==> config.mk <==
export PLATFORM = sky130hd
export DESIGN_NAME = mul16_seq
export DESIGN_NICKNAME = d
export VERILOG_FILES = /design/src/rtl/mul16_seq.sv
export SDC_FILE = /design/constraint.sdc
export NUM_CORES = 1
export LEC_CHECK = 0
export ABC_AREA = 1
export CAP_MARGIN = 10
export CORE_UTILIZATION = 57
export CTS_CLUSTER_SIZE = 25
export DETAILED_ROUTE_END_ITERATION = 12
export HOLD_SLACK_MARGIN = 0.15
export PLACE_DENSITY = 0.93
export SLEW_MARGIN = 40
export SYNTH_ARGS = -nofsm -noshare
export SYNTH_HDL_FRONTEND = slang
export SYNTH_SLANG_ARGS = --single-unit
==> constraint.sdc <==
create_clock -name CLK -period 4.89 [get_ports CLK]
set_input_delay 0.978 -clock CLK [delete_from_list [all_inputs] [get_ports CLK]]
set_output_delay 0.978 -clock CLK [all_outputs]
set_load 0.005 [all_outputs]
==> src/rtl/mul16_seq.sv <==
// Sequential unsigned WIDTH x WIDTH shift-and-add multiplier, one WIDTH-bit add per clock.
// Start/busy/done handshake; product and status are registered and change only on completion.
module mul16_seq #(
    parameter int WIDTH = 16
) (
    input  logic                 CLK,
    input  logic                 RST,
    input  logic                 start,
    input  logic [WIDTH-1:0]     A,
    input  logic [WIDTH-1:0]     B,
    output logic                 busy,
    output logic                 done,
    output logic [2*WIDTH-1:0]   product,
    output logic [15:0]          status
);

    localparam int CW = (WIDTH > 1) ? $clog2(WIDTH) : 1;

    typedef enum logic [1:0] {
        IDLE,
        RUN,
        DONE
    } state_t;

    state_t             state, next_state;
    logic [WIDTH-1:0]   acc, mcand, mplier;
    logic [CW-1:0]      count;

    logic [WIDTH:0]     sum;
    logic [WIDTH-1:0]   acc_nxt, mplier_nxt;
    logic [2*WIDTH-1:0] final_prod;
    logic [15:0]        status_nxt;
    logic               last;

    // One iteration: conditional add, then shift {carry, sum, mplier} right by one.
    always_comb begin
        // NOTE: every always_comb output gets a default first so no path leaves it unassigned (no latch).
        sum        = {1'b0, acc} + (mplier[0] ? {1'b0, mcand} : '0);
        acc_nxt    = sum[WIDTH:1];
        mplier_nxt = {sum[0], mplier[WIDTH-1:1]};
        final_prod = {acc_nxt, mplier_nxt};
        status_nxt = '0;
        status_nxt[0] = (final_prod == '0);
        status_nxt[1] = |final_prod[2*WIDTH-1:WIDTH];
        status_nxt[2] = final_prod[2*WIDTH-1];
        last       = (count == CW'(WIDTH - 1));
    end

    always_comb begin
        next_state = state;
        case (state)
            IDLE:    if (start) next_state = RUN;
            RUN:     if (last)  next_state = DONE;
            DONE:    next_state = IDLE;
            default: next_state = IDLE;
        endcase
    end

    always_ff @(posedge CLK) begin
        // NOTE: sequential state uses non-blocking assignments so every register sees pre-edge values.
        if (RST) state <= IDLE;
        else     state <= next_state;
    end

    always_ff @(posedge CLK) begin
        if (RST) begin
            acc     <= '0;
            mcand   <= '0;
            mplier  <= '0;
            count   <= '0;
            product <= '0;
            status  <= '0;
        end else begin
            case (state)
                IDLE: begin
                    if (start) begin
                        mcand  <= A;
                        mplier <= B;
                        acc    <= '0;
                        count  <= '0;
                    end
                end
                RUN: begin
                    acc    <= acc_nxt;
                    mplier <= mplier_nxt;
                    count  <= count + CW'(1);
                    // Results are published only on the final iteration, never partially.
                    if (last) begin
                        product <= final_prod;
                        status  <= status_nxt;
                    end
                end
                default: ;
            endcase
        end
    end

    assign busy = (state != IDLE);
    assign done = (state == DONE);

endmodule

* Word-level counts from Yosys, hierarchy flattened *
Index checks and enable logic that the tools add are counted.

cells by class
  add/subtract/negate cells = 2
  reduce and logical (&&, ||, !) cells = 9
  muxes and demuxes = 10
  equal/unequal tests = 5

operator list
  kind                                                 number
  one-hot mux 16 bit (2 select lines)                  2
  two-way mux 16 bit                                   3
  logical NOT 32 bit                                   1
  adder 16 x 16 -> 17 bit                              1
  OR reduction 16 bit                                  1
  one-hot mux 4 bit (2 select lines)                   1
  AND reduction 2 bit                                  4
  adder 4 x 1 -> 4 bit, second input constant          1
  equality test 4 bit, second input constant           1
  two-way mux 2 bit                                    2
  two-way mux 4 bit                                    1
  != test 2 bit, second input constant                 2
  one-hot mux 2 bit (2 select lines)                   1
  nonzero test 2 bit                                   2
  equality test 2 x 1 -> 1 bit, second input constant  1
  equality test 2 bit, second input constant           1
  logical NOT 2 bit                                    1

word-level totals
  word-level logic and storage cells = 33
  register bits after elaboration = 89
  input bits = 35

* Depth between registers and ports, before layout *
Gate-level depths: netlist (run 1).

  depth in word-level cells = 3
  depth in mapped cells = 19
  mapped depth without buffers = 17

* Least setup slack after synthesis (run 1) *
OpenSTA, ideal clock, no wires.

  path kind = reg-to-reg
  start = reg mplier[0]
  end = reg status[1]
  required time = 4.777 ns
  clock period less this slack = 2.447 ns
  data arrival time = 2.334 ns
  stages on the path, launching flop included = 17
  slack = 2.443 ns
  path buffers = 2
  path through = dfxtp_1 -> clkbuf_1 -> clkbuf_1 -> nand2_1 -> inv_1 -> ha_1 -> fa_1 -> nand3_1 -> nand3_2 -> nand2_1 -> nand2_1 -> a21oi_1 -> nand3_1 -> nor2_2 -> nand3_1 -> o21ai_1 -> inv_1

between the ends
  longest elaborated chain between the ends = 3

ends and longest elaborated chain
  element                  line  RTL
  from (decl)              26    logic [WIDTH-1:0] acc, mcand, mplier;
  from (signal assigned)   85    mplier <= mplier_nxt;
  two-way mux 16 bit       38    sum = {1'b0, acc} + (mplier[0] ? {1'b0, mcand} : '0);
  adder 16 x 16 -> 17 bit  38
  OR reduction 16 bit      44    status_nxt[1] = |final_prod[2*WIDTH-1:WIDTH];
  to (signal assigned)     90    status <= status_nxt;
  to (decl)                14    output logic [15:0] status

No other way between the ends.
A chain may end at the register's enable or synchronous reset.

* Worst setup path in the final report (run 1) *
Ends and elaborated chain as after synthesis.

==> run_results.csv, run 1 <==
group,metric,value,unit
routing,wl_per_cell,15.2,um
worst_setup_path,end_kind,"register",
floorplanning,fp.dieH,91.6,um
cts,htreeDepth,3,
routing,wl,12400,um
worst_hold_path,hold_start,"acc[5]",
power,p_total,0.00142,W
power,clockPowerShare,33.0,%
layout,fillers,645,
logic_synthesis,yosysSeqAreaShare,38.5,%
logic_synthesis,netlist_area,4580,um^2
cts,cts_sinks,88,
floorplanning,core.rowCount,32,
layout,syn2layout_area_growth,18.8,%
routing,ant_nets,0,
cts,cts_buffer_depth,2,
routing,drc,0,
logic_synthesis,synth_ff_type,"dfxtp_1",
layout,final_layout_size_suffix_gt1_share,6.69,%
cts,cts_buffers,9,
cts,postCtsHoldBufs,0,
timing,worstMarginPinSlew,782,ps
worst_setup_path,r2r_setup_slack,1860,ps
routing,vias_per_cell,5.56,
cts,clkLatencyLatePin,360,ps
run_status,status,"finished clean",
placed_design,io_buffers,71,
cts,clk_pin_slew,90,ps
cts,cts_tree,"done",
worst_setup_path,r2r_cells,14,
logic_synthesis,yosysWarnings,0,
placed_design,detailed_place_hpwl,8640,um
layout,final_common_cell,"nand2_1",
timing,setup-tns-final,0,ps
worst_hold_path,hp-class,"register to register",
layout,antennaDiodeCount,0,
power,intPower,0.00100,W
global_routing,overflow,0,
timing,finalSetupViolCount,0,
logic_synthesis,syn_avg_cell_area,6.97,um^2
timing,drv_slew,0,
placed_design,place_inst,803,
power,leakagePower,2.49,nW
logic_synthesis,synth.distinct_cells,37,
global_routing,grt_pass1_vias,4292,
placed_design,routabilityCongestion,0.879,
power,p_switching,0.000417,W
global_routing,grt_use_total,30.5,%
power,p_seq_share,54.1,%
cts,cts.repair.resized,0,
timing,finalCritPeriodShare,61.9,%
logic_synthesis,ys_async_sr_fraction,0,%
worst_setup_path,required,5150,ps
worst_hold_path,whs_path_depth,2,
worst_setup_path,start_kind,"register",
timing,grt_setup_unrepaired,"false",
layout,final_cell_mix,"nand2_1 (150), dfxtp_1 (88), inv_1 (79)",
routing,first_pass_iters,6,
floorplanning,design.die.area,8390,um^2
timing,finalClockSkew,8.99,ps
floorplanning,pin_count,85,
logic_synthesis,synth_cells,657,
worst_setup_path,arrival,3290,ps
timing,min_period,3030,ps
worst_setup_path,crit_type,"register to register",
global_routing,grt_pass1_wl,20200,um
worst_setup_path,r2r-end,"status[1]",
routing,vias,4558,
cts,cts-root-buf,"clkbuf_8",
run,drv_cap,0,
floorplanning,core_area,7770,um^2
floorplanning,start_util,58.9,%
timing,timing.fmax,330,MHz
layout,nets,766,
logic_synthesis,synthTopCellsByArea,"dfxtp_1 (38%), nand2_1 (12%), inv_1 (6.5%), a21oi_1 (6.3%), nor2_1 (4.8%)",
timing,finalHoldViolations,0,
cts,cts_setup_buffers,0,
logic_synthesis,synth_edf_count,0,
worst_setup_path,crit_path_max_fanout,17,
floorplanning,fp.dieW,91.6,um
layout,final_cells,820,
logic_synthesis,yosysTopAreaCellShare,38.5,%
global_routing,grt_max_degree,58,
routing,drtIter0Drc,284,
worst_setup_path,r2r_start,"mplier[0]",
power,power_density,261,nW/um^2
power,ir_drop,0.000203,V
logic_synthesis,synth_largest_area_cell,"dfxtp_1",
logic_synthesis,ys_seq_elements,88,
worst_hold_path,min_to,"acc[5]",
global_routing,antenna_found_initial,0,
power,swShare,29.4,%
timing,slew_headroom,47.8,%
power,combPwrFrac,12.9,%
-- power groups by stage --
stage | combinational (W) | clock [W] | sequential, W
floorplan | 0.000127 | 0 | 0.000774
global placement | 0.000169 | 0 | 0.000783
detailed placement | 0.000174 | 0 | 0.000784
CTS | 0.000178 | 0.000461 | 0.000768
global route | 0.000200 | 0.000487 | 0.000772
finish | 0.000183 | 0.000469 | 0.000769
-- per-layer routing --
metal / GRT usage (%) / vias to the layer above / routed length (um)
met4: 13.8 / 0 / 291
li1: - / 2210 / -
met1: 38.0 / 2123 / 5260
met5: 0 / - / 0
met3: 3.90 / 33 / 849
met2: 52.5 / 192 / 6040
-- critical path, cell delays in order (launching register included) --
cell and delay (ps):
dfxtp_1 550, nand2_1 140, inv_1 50, ha_1 230
fa_1 490, nand3_1 160, nand3_2 100, nand2_1 70
nand2_1 80, xnor2_1 450, nand2_1 90, nor2_1 190
nand3_1 110, o21ai_1 140, inv_1 50
-- cell usage after synthesis, types with 11 or more instances --
master    instances
buf_4            15
o221ai_1         16
nand2_1         150
nor2_1           58
clkbuf_1         15
o21ai_0          36
ha_1             17
nand3_1          41
dfxtp_1          88
o21ai_1          11
a21oi_1          58
inv_1            79
-- registers in the layout, summed over array words and instances (netlist names) --
name     count
product     32
acc         16
mcand       16
mplier      16
count        4
state        2
status       2
-- through the flow --
step                cell area (um^2)  hold slack (ps)  util [%]  worst slack (ps)
floorplan                       4620              444         -              2440
global placement                5250              452      67.6              1680
detailed placement              5250              460      67.6              1560
CTS                             5430              475      69.9              1900
global route                    5440              493      70.0              1680
finish                          5440              476      70.0              1860
-- cells by family after synthesis --
logic type	after synthesis	synth area share, %
and+or+nand+nor	291	28.2
DFF	88	38.5
adders and majority gates	18	5.08
AOI/OAI and AO/OA	125	15.3
xor gates and xnor gates	3	0.574
other	1	0.0819
buffers and inverters	131	12.4
-- cell type report --
cell class                 instances  area, um^2  share of cell area (%)
tap                              102         128                    2.35
inverter                          89         334                    6.14
clock inverter                     7        51.3                   0.943
sequential                        88        1760                    32.4
timing repair buffer              75         744                    13.7
clock buffer                       9         124                    2.28
multi-input combinational        450        2300                    42.2
-- how the worst max path moves through the flow --
stage	startpoint	endpoint	slack (ps)
5_1_grt	mplier[0]	status[1]	1680
6_report	mplier[0]	status[1]	1860
4_1_cts	start	count[2]	1900
2_1_floorplan	mplier[0]	status[1]	2440
3_5_place_dp	start	count[2]	1560
3_3_place_gp	start	count[2]	1680
No activity file was read; power rests on OpenSTA's default activity.
==> run 2: changes to the inputs <==
--- a/config.mk
+++ b/config.mk
@@ -7,11 +7,11 @@
 export LEC_CHECK = 0
 export ABC_AREA = 1
 export CAP_MARGIN = 10
-export CORE_UTILIZATION = 57
+export CORE_UTILIZATION = 53
 export CTS_CLUSTER_SIZE = 25
 export DETAILED_ROUTE_END_ITERATION = 12
 export HOLD_SLACK_MARGIN = 0.15
-export PLACE_DENSITY = 0.93
+export PLACE_DENSITY = 0.88
 export SLEW_MARGIN = 40
 export SYNTH_ARGS = -nofsm -noshare
 export SYNTH_HDL_FRONTEND = slang
==> constraint.sdc (replaced) <==
create_clock -name CLK -period 3 [get_ports CLK]
set_input_delay 0.6 -clock CLK [delete_from_list [all_inputs] [get_ports CLK]]
set_output_delay 0.6 -clock CLK [all_outputs]
set_load 0.005 [all_outputs]
==> run_results.csv, run 2 (synthesis gave the netlist of run 1 again) <==
group,metric,value,unit
worst_setup_path,cp_slowest_stage_delay,540,ps
global_routing,overflow,0,
cts,cts_buffers,9,
run,drv_cap,0,
timing,finalClockSkew,11.7,ps
layout,final_layout_size_suffix_gt1_share,7.46,%
routing,ant_nets,0,
layout,final_cell_mix,"nand2_1 (150), dfxtp_1 (88), inv_1 (79)",
global_routing,grt_pass1_wl,20100,um
routing,vias,4540,
layout,final_common_cell,"nand2_1",
layout,largest_reg_flops,32,
routing,first_pass_iters,5,
timing,timing.fmax,374,MHz
worst_setup_path,crit_path_max_fanout,17,
placed_design,io_buffers,71,
routing,drtIter0Drc,253,
power,ir_drop,0.000299,V
global_routing,grt_pass1_vias,4363,
worst_setup_path,crit_top_cell,"nand2_1",
run_status,status,"finished clean",
cts,postCtsHoldBufs,0,
floorplanning,design.die.area,9010,um^2
power,leakagePower,2.55,nW
global_routing,grt_use_total,29.0,%
global_routing,grt_max_degree,35,
cts,cts-root-buf,"clkbuf_8",
timing,finalCritPeriodShare,89.2,%
routing,drc,0,
layout,antennaDiodeCount,0,
worst_setup_path,required,3260,ps
cts,cts.repair.resized,0,
timing,finalSetupViolCount,0,
floorplanning,core_area,8300,um^2
floorplanning,core.rowCount,33,
cts,cts_setup_buffers,0,
cts,clk_pin_slew,90,ps
placed_design,detailed_place_hpwl,9070,um
routing,wl,12400,um
cts,clkLatencyLatePin,370,ps
cts,cts_buffer_depth,2,
timing,worstMarginPinSlew,679,ps
cts,htreeDepth,3,
timing,finalHoldViolations,0,
timing,slew_headroom,54.7,%
worst_setup_path,arrival,2940,ps
worst_setup_path,start_kind,"register",
floorplanning,fp.dieW,94.9,um
routing,vias_per_cell,5.48,
cts,cts_tree,"done",
worst_setup_path,cp_slowest_cell,"dfxtp_1",
layout,syn2layout_area_growth,21.2,%
timing,drv_slew,0,
cts,cts_sinks,88,
placed_design,routabilityCongestion,0.912,
floorplanning,start_util,55.2,%
worst_setup_path,crit_type,"register to register",
layout,top_register,"product",
timing,min_period,2680,ps
worst_setup_path,end_kind,"register",
routing,wl_per_cell,15.0,um
floorplanning,pin_count,85,
worst_setup_path,path_cells,"nand2_1 > inv_1 > ha_1 > fa_1 > nand3_1 > nand3_2 > nand2_1 > nand2_1 > xnor2_1 > nand2_1 > nor2_1 > nand3_1 > o21ai_1 > inv_1",
timing,hold_slack,477,ps
floorplanning,fp.dieH,94.9,um
power,power_density,450,nW/um^2
timing,grt_setup_unrepaired,"false",
power,p_total,0.00250,W
timing,setup-tns-final,0,ps
layout,nets,772,
global_routing,antenna_found_initial,0,
worst_hold_path,hp-class,"register to register",
## run 2: routing by layer
layer / GRT usage (%) / up-vias / wire, um
met5: 0 / - / 0
met4: 13.1 / 0 / 393
met3: 6.04 / 39 / 796
met2: 48.9 / 181 / 5910
met1: 35.3 / 2088 / 5300
li1: - / 2232 / -
## run 2: worst max-delay path, delay by kind of cell (launching register included)
kind	cells	cell delay (ps)
AOI/OAI and AO/OA	1	120
xor gates and xnor gates	1	250
adders and majority gates	2	690
buffers and inverters	2	110
DFF	1	540
and+or+nand+nor	8	870
## run 2: final cells by class
cell class | instances | area (um^2)
Sequential cell | 88 | 1760
Inverter | 89 | 334
Clock buffer | 9 | 124
Fill cell | 733 | 2750
Clock inverter | 7 | 103
Multi-Input combinational cell | 450 | 2300
Timing Repair Buffer | 81 | 798
Tap cell | 105 | 131
## run 2: final timing paths
path             start        end  slack [ps]  cells after the start
max          mplier[0]  status[1]         320                     14
min             acc[5]     acc[5]         480                      2
max reg2reg  mplier[0]  status[1]         320                     14
min reg2reg     acc[5]     acc[5]         480                      2
## run 2: power breakdown
group          total, W  internal (W)  switching [W]
sequential      0.00125       0.00121      0.0000405
clock          0.000941      0.000480       0.000462
combinational  0.000303      0.000124       0.000178
## run 2: per-stage QoR
stage	instances	worst slack, ps	area [um^2]	utilization (%)
3_3_place_gp	813	493	5320	64.1
6_report	829	323	5550	66.8
5_1_grt	829	112	5550	66.8
3_5_place_dp	813	374	5320	64.1
4_1_cts	829	345	5550	66.8
2_1_floorplan	669	553	4620	-
